--- src/rtl/image_loader.sv ---
// image_loader
//   Front end of the CNN pipeline. Captures one raster-order IMG_W x IMG_H
//   frame of PIX_W-bit pixels from a valid/ready byte stream into a frame
//   buffer, pulses loading_done_o when the frame is complete, then serves
//   zero-padded random-access reads to the convolution window until the
//   consumer releases the frame.
//
//   Optional feature macro: IMAGE_LOADER_CHKSUM_EN
//     When defined, an XOR checksum byte follows the last pixel. Its result
//     is reported on load_error_o. The frame is still marked ready either way.
//     When undefined, load_error_o is tied to 0.
//
// Ports
//   clk             clock, all state changes on posedge
//   reset           synchronous, active-high
//   in_data_i       pixel byte
//   in_valid_i      in_data_i valid this cycle
//   in_sof_i        first pixel of a frame (sampled only with in_valid_i)
//   in_ready_o      byte accepted this cycle when in_valid_i is also high
//   rd_x_i, rd_y_i  signed 5-bit read coordinates (-16..15)
//   rd_pixel_o      combinational pixel at (rd_x_i, rd_y_i), 0 outside the image
//   loading_done_o  one-cycle pulse when the frame becomes ready
//   image_ready_o   high while a complete frame is held
//   release_i       consumer is done with the frame
//   load_error_o    checksum mismatch, sticky until the next accepted SOF
module image_loader #(
  parameter int IMG_W = 8,
  parameter int IMG_H = 8,
  parameter int PIX_W = 8
) (
  input  logic             clk,
  input  logic             reset,
  input  logic [PIX_W-1:0] in_data_i,
  input  logic             in_valid_i,
  input  logic             in_sof_i,
  output logic             in_ready_o,
  input  logic [4:0]       rd_x_i,
  input  logic [4:0]       rd_y_i,
  output logic [PIX_W-1:0] rd_pixel_o,
  output logic             loading_done_o,
  output logic             image_ready_o,
  input  logic             release_i,
  output logic             load_error_o
);

  localparam int N_PIX = IMG_W * IMG_H;
  localparam int CNT_W = $clog2(N_PIX);
  localparam logic [CNT_W-1:0] LAST_IDX = CNT_W'(N_PIX - 1);

  typedef enum logic [1:0] {
    IDLE  = 2'd0,
    LOAD  = 2'd1,
`ifdef IMAGE_LOADER_CHKSUM_EN
    CHK   = 2'd2,
`endif
    READY = 2'd3
  } state_e;

  state_e           state_q;
  logic [CNT_W-1:0] pix_cnt_q;
  logic             loading_done_q;
  logic             image_ready_q;
  logic [PIX_W-1:0] fb_q [N_PIX];

  logic             accept;
  logic             wr_en;
  logic [CNT_W-1:0] wr_idx;

  // Ready is a pure function of state so the source sees back-pressure the
  // same cycle the frame is captured; it is forced low while reset is held.
  assign in_ready_o = !reset && (state_q != READY);
  assign accept     = in_valid_i && in_ready_o;

  // A SOF byte always lands at index 0 (start or resync); a non-SOF byte is
  // only stored while a frame is in progress, so stray bytes in IDLE drop.
  assign wr_en  = accept && (in_sof_i ? (state_q == IDLE || state_q == LOAD)
                                      : (state_q == LOAD));
  assign wr_idx = in_sof_i ? '0 : pix_cnt_q;

  // Frame buffer has no reset: stale contents are harmless because reads are
  // gated by image_ready.
  always_ff @(posedge clk) begin
    if (wr_en) fb_q[wr_idx] <= in_data_i;
  end

  always_ff @(posedge clk) begin
    if (reset) begin
      state_q        <= IDLE;
      pix_cnt_q      <= '0;
      loading_done_q <= 1'b0;
      image_ready_q  <= 1'b0;
    end else begin
      loading_done_q <= 1'b0;
      case (state_q)
        IDLE: begin
          if (accept && in_sof_i) begin
            pix_cnt_q <= CNT_W'(1);
            state_q   <= LOAD;
          end
        end
        LOAD: begin
          if (accept) begin
            if (in_sof_i) begin
              pix_cnt_q <= CNT_W'(1);
            end else if (pix_cnt_q == LAST_IDX) begin
              pix_cnt_q <= '0;
`ifdef IMAGE_LOADER_CHKSUM_EN
              state_q   <= CHK;
`else
              state_q        <= READY;
              loading_done_q <= 1'b1;
              image_ready_q  <= 1'b1;
`endif
            end else begin
              pix_cnt_q <= pix_cnt_q + CNT_W'(1);
            end
          end
        end
`ifdef IMAGE_LOADER_CHKSUM_EN
        CHK: begin
          if (accept) begin
            state_q        <= READY;
            loading_done_q <= 1'b1;
            image_ready_q  <= 1'b1;
          end
        end
`endif
        READY: begin
          if (release_i) begin
            state_q       <= IDLE;
            image_ready_q <= 1'b0;
          end
        end
        default: state_q <= IDLE;
      endcase
    end
  end

`ifdef IMAGE_LOADER_CHKSUM_EN
  logic [PIX_W-1:0] xor_q;
  logic             load_error_q;

  always_ff @(posedge clk) begin
    if (reset) begin
      xor_q        <= '0;
      load_error_q <= 1'b0;
    end else if (wr_en && in_sof_i) begin
      xor_q        <= in_data_i;
      load_error_q <= 1'b0;
    end else if (wr_en) begin
      xor_q <= xor_q ^ in_data_i;
    end else if (accept && state_q == CHK) begin
      load_error_q <= (in_data_i != xor_q);
    end
  end

  assign load_error_o = load_error_q;
`else
  assign load_error_o = 1'b0;
`endif

  // Zero-padded read port: coordinates are sign-extended so negative values
  // fall outside the image and return 0.
  int               x_int;
  int               y_int;
  logic             in_range;
  logic [CNT_W-1:0] rd_idx;

  always_comb begin
    x_int      = int'(signed'(rd_x_i));
    y_int      = int'(signed'(rd_y_i));
    in_range   = (x_int >= 0) && (x_int < IMG_W) && (y_int >= 0) && (y_int < IMG_H);
    rd_idx     = CNT_W'(y_int * IMG_W + x_int);
    rd_pixel_o = '0;
    if (image_ready_q && in_range) rd_pixel_o = fb_q[rd_idx];
  end

  assign loading_done_o = loading_done_q;
  assign image_ready_o  = image_ready_q;

endmodule

--- config.mk ---
export PLATFORM = sky130hd
export DESIGN_NAME = image_loader
export DESIGN_NICKNAME = d
export VERILOG_FILES = /design/src/rtl/image_loader.sv
export SDC_FILE = /design/constraint.sdc
export NUM_CORES = 1
export LEC_CHECK = 0
export BUFFER_PORTS_ARGS = -buffer_cell sky130_fd_sc_hd__buf_4
export CORE_MARGIN = 2
export CORE_UTILIZATION = 62
export DETAILED_ROUTE_END_ITERATION = 7
export GPL_TIMING_DRIVEN = 0
export PLACE_DENSITY = 0.79
export SETUP_SLACK_MARGIN = 0.4
export SLEW_MARGIN = 20
export SYNTH_ARGS = -nofsm -noshare
export SYNTH_HDL_FRONTEND = slang
export SYNTH_SLANG_ARGS = --single-unit
--- constraint.sdc ---
create_clock -name clk -period 4.75 [get_ports clk]
set_input_delay 0.95 -clock clk [delete_from_list [all_inputs] [get_ports clk]]
set_output_delay 0.95 -clock clk [all_outputs]
set_load 0.005 [all_outputs]
==> metrics.log, run 1 <==
INFO  metric maxSlewHeadroom = between 10% and 20%
INFO  metric power.leakage = 7.397 nW
INFO  metric core_region_area = 32620 sq um
INFO  metric synthCells = just under 1k
INFO  metric post-synth-top-area-fraction = between 70% and 80%
INFO  metric post_synth_num_cell_types = between 50 and 60
INFO  metric status = finished, final reports clean
INFO  metric cp-end-kind = output port
INFO  metric async_set_or_reset_flop_fraction_in_the_synthesized_netlist = 0%
INFO  metric max_cap_viol = 0
INFO  metric inst_count_dp = 1439
INFO  metric worst_slack_setup_final = 0.3620 ns
INFO  metric gp_routability_congestion = 0.9440
INFO  metric path_common_cell = buf_2
INFO  metric drt_iter0_drc = 2097
INFO  metric fin_crit = 4.388 ns
INFO  metric n_antenna_cell = 0
INFO  metric worstSetupPathType = in -> out
INFO  metric seq_area_frac_synth = between 70% and 80%
INFO  metric overflow_left_after_global_routing = 0
INFO  metric antenna_violations_before_repair = 0
INFO  metric h-tree-depth = 2
INFO  metric setup.worst_path.start_class = input pin
INFO  metric nNetsFinal = 1084
INFO  metric synth_largest_area_cell = edfxtp_1
INFO  metric max_slew.worst_pin.slew = between 1 and 1.5 ns
INFO  metric achievable_freq = between 0.2 and 0.25 GHz
INFO  metric dieHeight = ~190 um
INFO  metric syn_area_per_cell = between 20 and 25 sq um
INFO  metric grt_start_max_net_pins = 65
INFO  metric drt-pass1-iter-count = 6
INFO  metric rsz_0062_raised_after_global_routing = true
INFO  metric post_layout_nonfiller_instances = around 1.5k
INFO  metric postSynthRegisterBits = ~520
INFO  metric first_pass_grt_wire_length = roughly 75000 um
INFO  metric crit_buf_inv = 5
INFO  metric grt_util_all_layers = between 30% and 40%
INFO  metric initial_core_util = a little over three fifths
INFO  metric area_delta_synth_final = 13.34%
INFO  metric tritoncts.num_buffers = between 50 and 60
INFO  metric report.final.hold_viol_count = 0
INFO  metric clock-root-buffer = clkbuf_16
INFO  metric vias_in_the_first_global_route = 10.92k
INFO  metric i_o_pin_cnt = 35
INFO  metric rows = 66
INFO  metric remaining_drc_errors = 0
INFO  metric worst_r2r_endpoint = fb_q[46][3]
INFO  metric place.port_buffers = 29
INFO  metric r2r-start = state_q[1]
INFO  metric edff_count_synth = 512
INFO  metric ys_top_cells_by_area = edfxtp_1 (75%), mux4_2 (14%), nor2_1 (1.7%), mux4_1 (1.7%), dfxtp_1 (0.97%)
INFO  metric timing.hold.worst_endpoint = pix_cnt_q[4]
INFO  metric clk_transition_reported_paths = ~0.06 ns
INFO  metric drive_gt1_share = 28.21%
INFO  metric ys_warn_count = 0
INFO  metric worst-r2r-setup-slack = 1.21 ns
INFO  metric drt_wl_total = 51950 um
INFO  metric cts_hold_buf = 0
INFO  metric worstPathArrival = 3.44 ns
INFO  metric wl_per_cell = between 30 and 40 um
INFO  metric power_density = between 400 and 500 nW/um^2
INFO  metric worst_skew_pair.late_latency = 0.58 ns
INFO  metric critical_path_peak_fanout = 10
INFO  metric cp_slowest_cell = a211oi_2
INFO  metric timing.final.crit_share = 92.38%
INFO  metric setup-violations-final = 0
INFO  metric worst_clock_skew = approximately 0.026 ns
INFO  metric vias = ~11k
INFO  metric critPathTopFamily = buffers and inverters
INFO  metric final_util = a little under three quarters
INFO  metric irDropWorstVdd = approximately 0.3 mV
INFO  metric dpl_worst_slack = -0.8501 ns
INFO  metric post_synth_top_flop = edfxtp_1
INFO  metric tritoncts_num_sinks = about 520
INFO  metric avgViaCountPerCell = between 7 and 8
INFO  metric holdCritPathClass = reg -> reg
INFO  metric timing_max_transition_violations_final = 0
INFO  metric die_width = between 150 and 200 um
INFO  metric timing.reg2reg.worst_path_depth = 5
INFO  metric hold-path-cell-count = 2
INFO  metric hp-start = pix_cnt_q[4]
INFO  metric worst-endpoint-required = approximately 3.8 ns
INFO  metric cpPeakStageDelay = 0.45 ns
INFO  metric synthesis.nets = slightly below 1k
INFO  metric cells_along_the_critical_path = buf_6, buf_2, buf_2, buf_2, mux4_2, a211oi_2, o22ai_2, buf_4
INFO  metric syn-cell-area = ~21000 sq um
INFO  metric totalNegativeSetupSlack = 0 ns
INFO  metric clock_tree_from_tritoncts = done
INFO  metric place.detailed.hpwl = around 30000 um
INFO  metric clock_tree.buffer_depth = 3
INFO  metric detail-route-antenna-nets = 0
INFO  metric die_area = between 30000 and 40000 sq um
## worst max-delay path by stage
stage | startpoint | endpoint | slack [ns] | depth (start not counted)
finish | rd_x_i[1] | rd_pixel_o[2] | 0.36 | 8
global route | rd_x_i[1] | rd_pixel_o[2] | 0.38 | 8
CTS | rd_x_i[3] | rd_pixel_o[4] | 0.38 | 11
detailed placement | rd_x_i[3] | rd_pixel_o[4] | -0.85 | 11
global placement | rd_x_i[3] | rd_pixel_o[4] | -0.76 | 11
floorplan | rd_x_i[3] | rd_pixel_o[7] | 0.82 | 8
## sequential cells by signal (all words and copies together) (netlist names)
| register | count |
|---|---|
| pix_cnt_q | 6 |
| state_q | 2 |
| loading_done_o | 1 |
| fb_q | 512 |
| image_ready_o | 1 |
## per-stage QoR
stage	instance area [sq um]	hold slack [ns]	total power, W
2_1_floorplan	20550	0.4990	0.005443
3_3_place_gp	21320	0.5475	0.005645
3_5_place_dp	21320	0.5522	0.005660
4_1_cts	23180	0.5589	0.009789
5_1_grt	23290	0.5859	0.01003
6_report	23290	0.5759	0.009846
## layout by cell type (no fill, tap or decap), types with 4 or more instances in the layout
master / count
edfxtp_1: 512
mux4_2: 130
nor2_1: 92
clkbuf_16: 52
buf_4: 52
nand2_1: 24
clkbuf_1: 15
buf_2: 13
mux4_1: 13
clkinv_2: 12
nand3_1: 11
nor2b_1: 10
dfxtp_1: 10
a21oi_1: 9
bufinv_16: 9
o221ai_1: 8
buf_6: 7
o22ai_1: 7
clkinv_1: 7
inv_1: 5
a211oi_1: 5
o21ai_0: 5
nand2b_1: 4
o21ai_1: 4
clkbuf_4: 4
o211ai_1: 4
mux2i_1: 4
## where the power goes
part           leakage [nW]  internal, W  switching [W]
clock network         0.854      0.00249        0.00171
logic                  1.86     0.000229       0.000354
registers              4.68      0.00506     0.00000288
## cell usage after synthesis (3+ instances only)
master	instances
o22ai_1	10
nor2b_1	10
nand3_1	11
buf_1	3
nor2_1	94
buf_6	5
o221ai_1	8
and3_1	3
nand2_1	25
mux4_2	130
dfxtp_1	10
a211oi_1	6
buf_4	6
o21ai_0	7
mux2i_1	8
inv_1	5
a21oi_1	9
nand2b_1	4
and2_1	3
edfxtp_1	512
nor3b_1	3
o211ai_1	4
buf_2	24
nor3_1	3
mux4_1	13
clkbuf_1	13
## logic make-up (layout without fill, tap and decap cells)
group                    Yosys count  count (layout)  synth area share, %
flip-flops                       522             522                75.78
AND/OR/NAND/NOR                  168             168                3.701
multiplexers                     152             152                16.35
AO/OA/AOI/OAI                     59              59                2.015
buffers and inverters             59             190                1.674
XOR/XNOR                           4               4               0.2374
adder cells (fa/ha/maj)            3               3               0.2191
other                              1               1              0.01825
## worst reg2reg max path: stages (launching register included)
cell,delay (ns)
dfxtp_1,0.37
or3b_1,0.42
or2_2,0.31
nor2_1,0.29
nand4b_1,0.69
nor2_1,1.07
## routing by layer
metal	vias to the layer above	track usage (%)	wire length, um
met4	0	10.77	2152
met3	205	8.941	6696
met2	975	49.28	24710
met1	5520	42.89	18390
li1	4219	-	-
met5	-	0	0
## what timing repair did
item	4_1_cts	5_1_grt
pin swaps	0	1
gates resized for setup	39	16
setup buffers	0	8
endpoints found under the setup margin	8	8
hold endpoints to repair	0	0
## area by class of cell
cell class	instances	area [sq um]
plain buffers	53	411.6
clock buffers	60	1330
clock inverters	34	406.6
fillers	1797	9324
inverters	6	22.52
multi-input cells	387	4718
flip-flops and latches	522	15570
well taps	442	553.0
repair buffers	37	277.8
No activity file was read; power rests on OpenSTA's default activity.
==> run 2: changes to the inputs <==
--- a/config.mk
+++ b/config.mk
@@ -10,7 +10,7 @@
 export CORE_UTILIZATION = 62
 export DETAILED_ROUTE_END_ITERATION = 7
 export GPL_TIMING_DRIVEN = 0
-export PLACE_DENSITY = 0.79
+export PLACE_DENSITY = 0.76
 export SETUP_SLACK_MARGIN = 0.4
 export SLEW_MARGIN = 20
 export SYNTH_ARGS = -nofsm -noshare
==> run 2 against run 1 <==
  * The run now ends with DRC left
  * First-iteration DRC count decreased by 27%
  * Die area is the same
  * Critical endpoint is now rd_pixel_o[6]
  * Via count down 3.9%
  * Count of clock-buffer cells in the layout decreased by 2
  * Wire length fell by 5.5%
  * Design area is 1.4% lower
  * Worst setup slack gained 0.0036 ns
  * Power shrank 5.1%
==> metrics.log, run 2 (synthesis gave the netlist of run 1 again) <==
INFO  metric status = finished, violations left (was finished, final reports clean)
INFO  metric failing_checks = DRC
INFO  metric max_slew.worst_pin.slew = 1.152 ns (was 1.256 ns)
INFO  metric place.detailed.hpwl = 30360 um (was 30270 um)
INFO  metric rsz_0062_raised_after_global_routing = true (unchanged)
INFO  metric register_with_the_most_flip_flops = fb_q (unchanged)
INFO  metric overflow_left_after_global_routing = 0 (unchanged)
INFO  metric timing.hold.ws = 0.5778 ns (was 0.5759 ns)
INFO  metric holdCritPathClass = reg -> reg (unchanged)
INFO  metric flip_flop_count_of_the_largest_register_after_layout = 512 (unchanged)
INFO  metric timing_max_transition_violations_final = 0 (unchanged)
INFO  metric gp_routability_congestion = 0.9313 (was 0.9440)
INFO  metric worstPathArrival = 3.43 ns (was 3.44 ns)
INFO  metric dieHeight = 186.1 um (unchanged)
INFO  metric setup-violations-final = 0 (unchanged)
INFO  metric drt_iter0_drc = 1540 (was 2097)
INFO  metric antenna_violations_before_repair = 1 (was 0)
INFO  metric critical_path_peak_fanout = 10 (unchanged)
INFO  metric report.final.hold_viol_count = 0 (unchanged)
INFO  metric share_comb_of_total_power = 5.9% (about the same)
INFO  metric vias = 10.50k (was 10.92k)
INFO  metric power_density = 406.8 nW/um^2 (was 422.7 nW/um^2)
INFO  metric achievable_freq = 0.2281 GHz (was 0.2279 GHz)
INFO  metric initial_core_util = 63.01% (unchanged)
INFO  metric place.port_buffers = 29 (unchanged)
INFO  metric worst_clock_skew = 0.01736 ns (was 0.02599 ns)
INFO  metric n_antenna_cell = 0 (unchanged)
INFO  metric h-tree-depth = 2 (unchanged)
INFO  metric mostFrequentLayoutCells = edfxtp_1 (512), mux4_2 (130), nor2_1 (94), clkbuf_16 (51), buf_4 (44) (was edfxtp_1 (512), mux4_2 (130), nor2_1 (92), clkbuf_16 (52), buf_4 (52))
INFO  metric worstSetupPathType = in -> out (unchanged)
INFO  metric area_delta_synth_final = 11.79% (was 13.34%)
INFO  metric irDropWorstVdd = 0.2761 mV (was 0.3002 mV)
INFO  metric worst_skew_pair.late_latency = 0.56 ns (was 0.58 ns)
INFO  metric grt_util_all_layers = 29.59% (was 31.31%)
INFO  metric power.leakage = 7.244 nW (was 7.397 nW)
INFO  metric placedInstanceArea = 21320 sq um (unchanged)
INFO  metric post-cts-setup-buffers = 0 (unchanged)
INFO  metric clock_power_share = 40.0% (was 42.7%)
INFO  metric totalNegativeSetupSlack = 0 ns (unchanged)
INFO  metric power.switching = 0.001969 W (was 0.002065 W)
INFO  metric sw_frac_of_total = 21.06% (was 20.97%)
INFO  metric i_o_pin_cnt = 35 (unchanged)
INFO  metric internal-power = 0.007378 W (was 0.007781 W)
INFO  metric final_util = 70.43% (was 71.42%)
INFO  metric clock_tree_from_tritoncts = done (unchanged)
INFO  metric drive_gt1_share = 26.06% (was 28.21%)
INFO  metric wl_per_cell = 32.14 um (was 33.71 um)
INFO  metric design_area = 22970 sq um (was 23290 sq um)
INFO  metric grt_start_max_net_pins = 65 (unchanged)
INFO  metric tritoncts.num_buffers = 49 (was 51)
INFO  metric remaining_drc_errors = 46 (was 0)
INFO  metric fin_crit = 4.384 ns (was 4.388 ns)
INFO  metric clock_tree.buffer_depth = 3 (unchanged)
INFO  metric tritoncts_num_sinks = 522 (unchanged)
INFO  metric nNetsFinal = 1074 (was 1084)
INFO  metric maxSlewHeadroom = 22.94% (was 15.67%)
INFO  metric drt_wl_total = 49110 um (was 51950 um)
INFO  metric drt-pass1-iter-count = 8 (was 6)
INFO  metric timing.final.crit_share = 92.30% (was 92.38%)
INFO  metric detail-route-antenna-nets = 0 (unchanged)
INFO  metric cts_hold_buf = 0 (unchanged)
INFO  metric core_region_area = 32620 sq um (unchanged)
INFO  metric power.share.sequential = 54.1% (was 51.4%)
INFO  metric worst-endpoint-required = 3.80 ns (about the same)
INFO  metric setup.worst_path.start_class = input pin (unchanged)
INFO  metric largest_registers = fb_q (512), pix_cnt_q (6), state_q (2) (unchanged)
INFO  metric first_pass_grt_wire_length = 70460 um (was 74620 um)
INFO  metric rows = 66 (unchanged)
INFO  metric die_area = 34620 sq um (unchanged)
INFO  metric avgViaCountPerCell = 6.868 (was 7.086)
INFO  metric cp-end-kind = output port (unchanged)
INFO  metric vias_in_the_first_global_route = 10.42k (was 10.92k)
INFO  metric mostFrequentLayoutCell = edfxtp_1 (unchanged)
INFO  metric clock-root-buffer = clkbuf_16 (unchanged)
INFO  metric clk_transition_reported_paths = 0.06 ns (about the same)
INFO  metric max_cap_viol = 0 (unchanged)
INFO  metric die_width = 186.1 um (unchanged)
## run 2: worst paths after layout
| check | to | slack [ns] | cells past startpoint | from |
|---|---|---|---|---|
| max | rd_pixel_o[6] | 0.37 | 11 | rd_y_i[0] |
| min | state_q[1] | 0.58 | 1 | state_q[0] |
| max reg2reg | fb_q[6][0] | 1.18 | 5 | state_q[1] |
| min reg2reg | state_q[1] | 0.58 | 1 | state_q[0] |
## run 2: repair_timing
action / 4_1_cts / 5_1_grt
setup endpoints to repair: 8 / 7
cloned: 0 / 0
gates resized for setup: 34 / 17
## run 2: power groups by stage
| stage | logic, W | clock network (W) | registers [W] |
|---|---|---|---|
| floorplan | 0.000284 | 0 | 0.00516 |
| global placement | 0.000491 | 0 | 0.00516 |
| detailed placement | 0.000503 | 0 | 0.00516 |
| CTS | 0.000528 | 0.00376 | 0.00506 |
| global route | 0.000570 | 0.00392 | 0.00506 |
| finish | 0.000550 | 0.00374 | 0.00506 |
## run 2: metrics by stage
step	std cells	power (W)	setup WS, ns
global route	1528	0.009545	0.4052
finish	1528	0.009347	0.3656
floorplan	968	0.005443	0.8189
global placement	1439	0.005650	-0.6471
CTS	1528	0.009347	0.3938
detailed placement	1439	0.005662	-0.7078
## run 2: final cells by class
class | count | area [sq um]
tap | 442 | 553.0
inverter | 6 | 22.52
fill | 1922 | 9644
clock buffer | 58 | 1303
buffer | 53 | 392.9
sequential | 522 | 15570
multi-input combinational | 387 | 4698
clock inverter | 31 | 212.7
timing repair buffer | 29 | 217.7
## run 2: layer usage
layer | GRT usage (%) | part of all wire [%]
met3 | 8.550 | 12
met2 | 45.09 | 47
met4 | 10.30 | 3.8
met1 | 41.86 | 37
met5 | 0 | 0.059
## run 2: critical path, cell delays in order
cell	delay, ns
buf_4	0.12
ha_1	0.14
inv_1	0.05
fa_1	0.48
buf_4	0.22
nand2b_1	0.18
clkbuf_4	0.24
o22ai_1	0.09
o21ai_1	0.44
a41o_1	0.35
buf_4	0.15
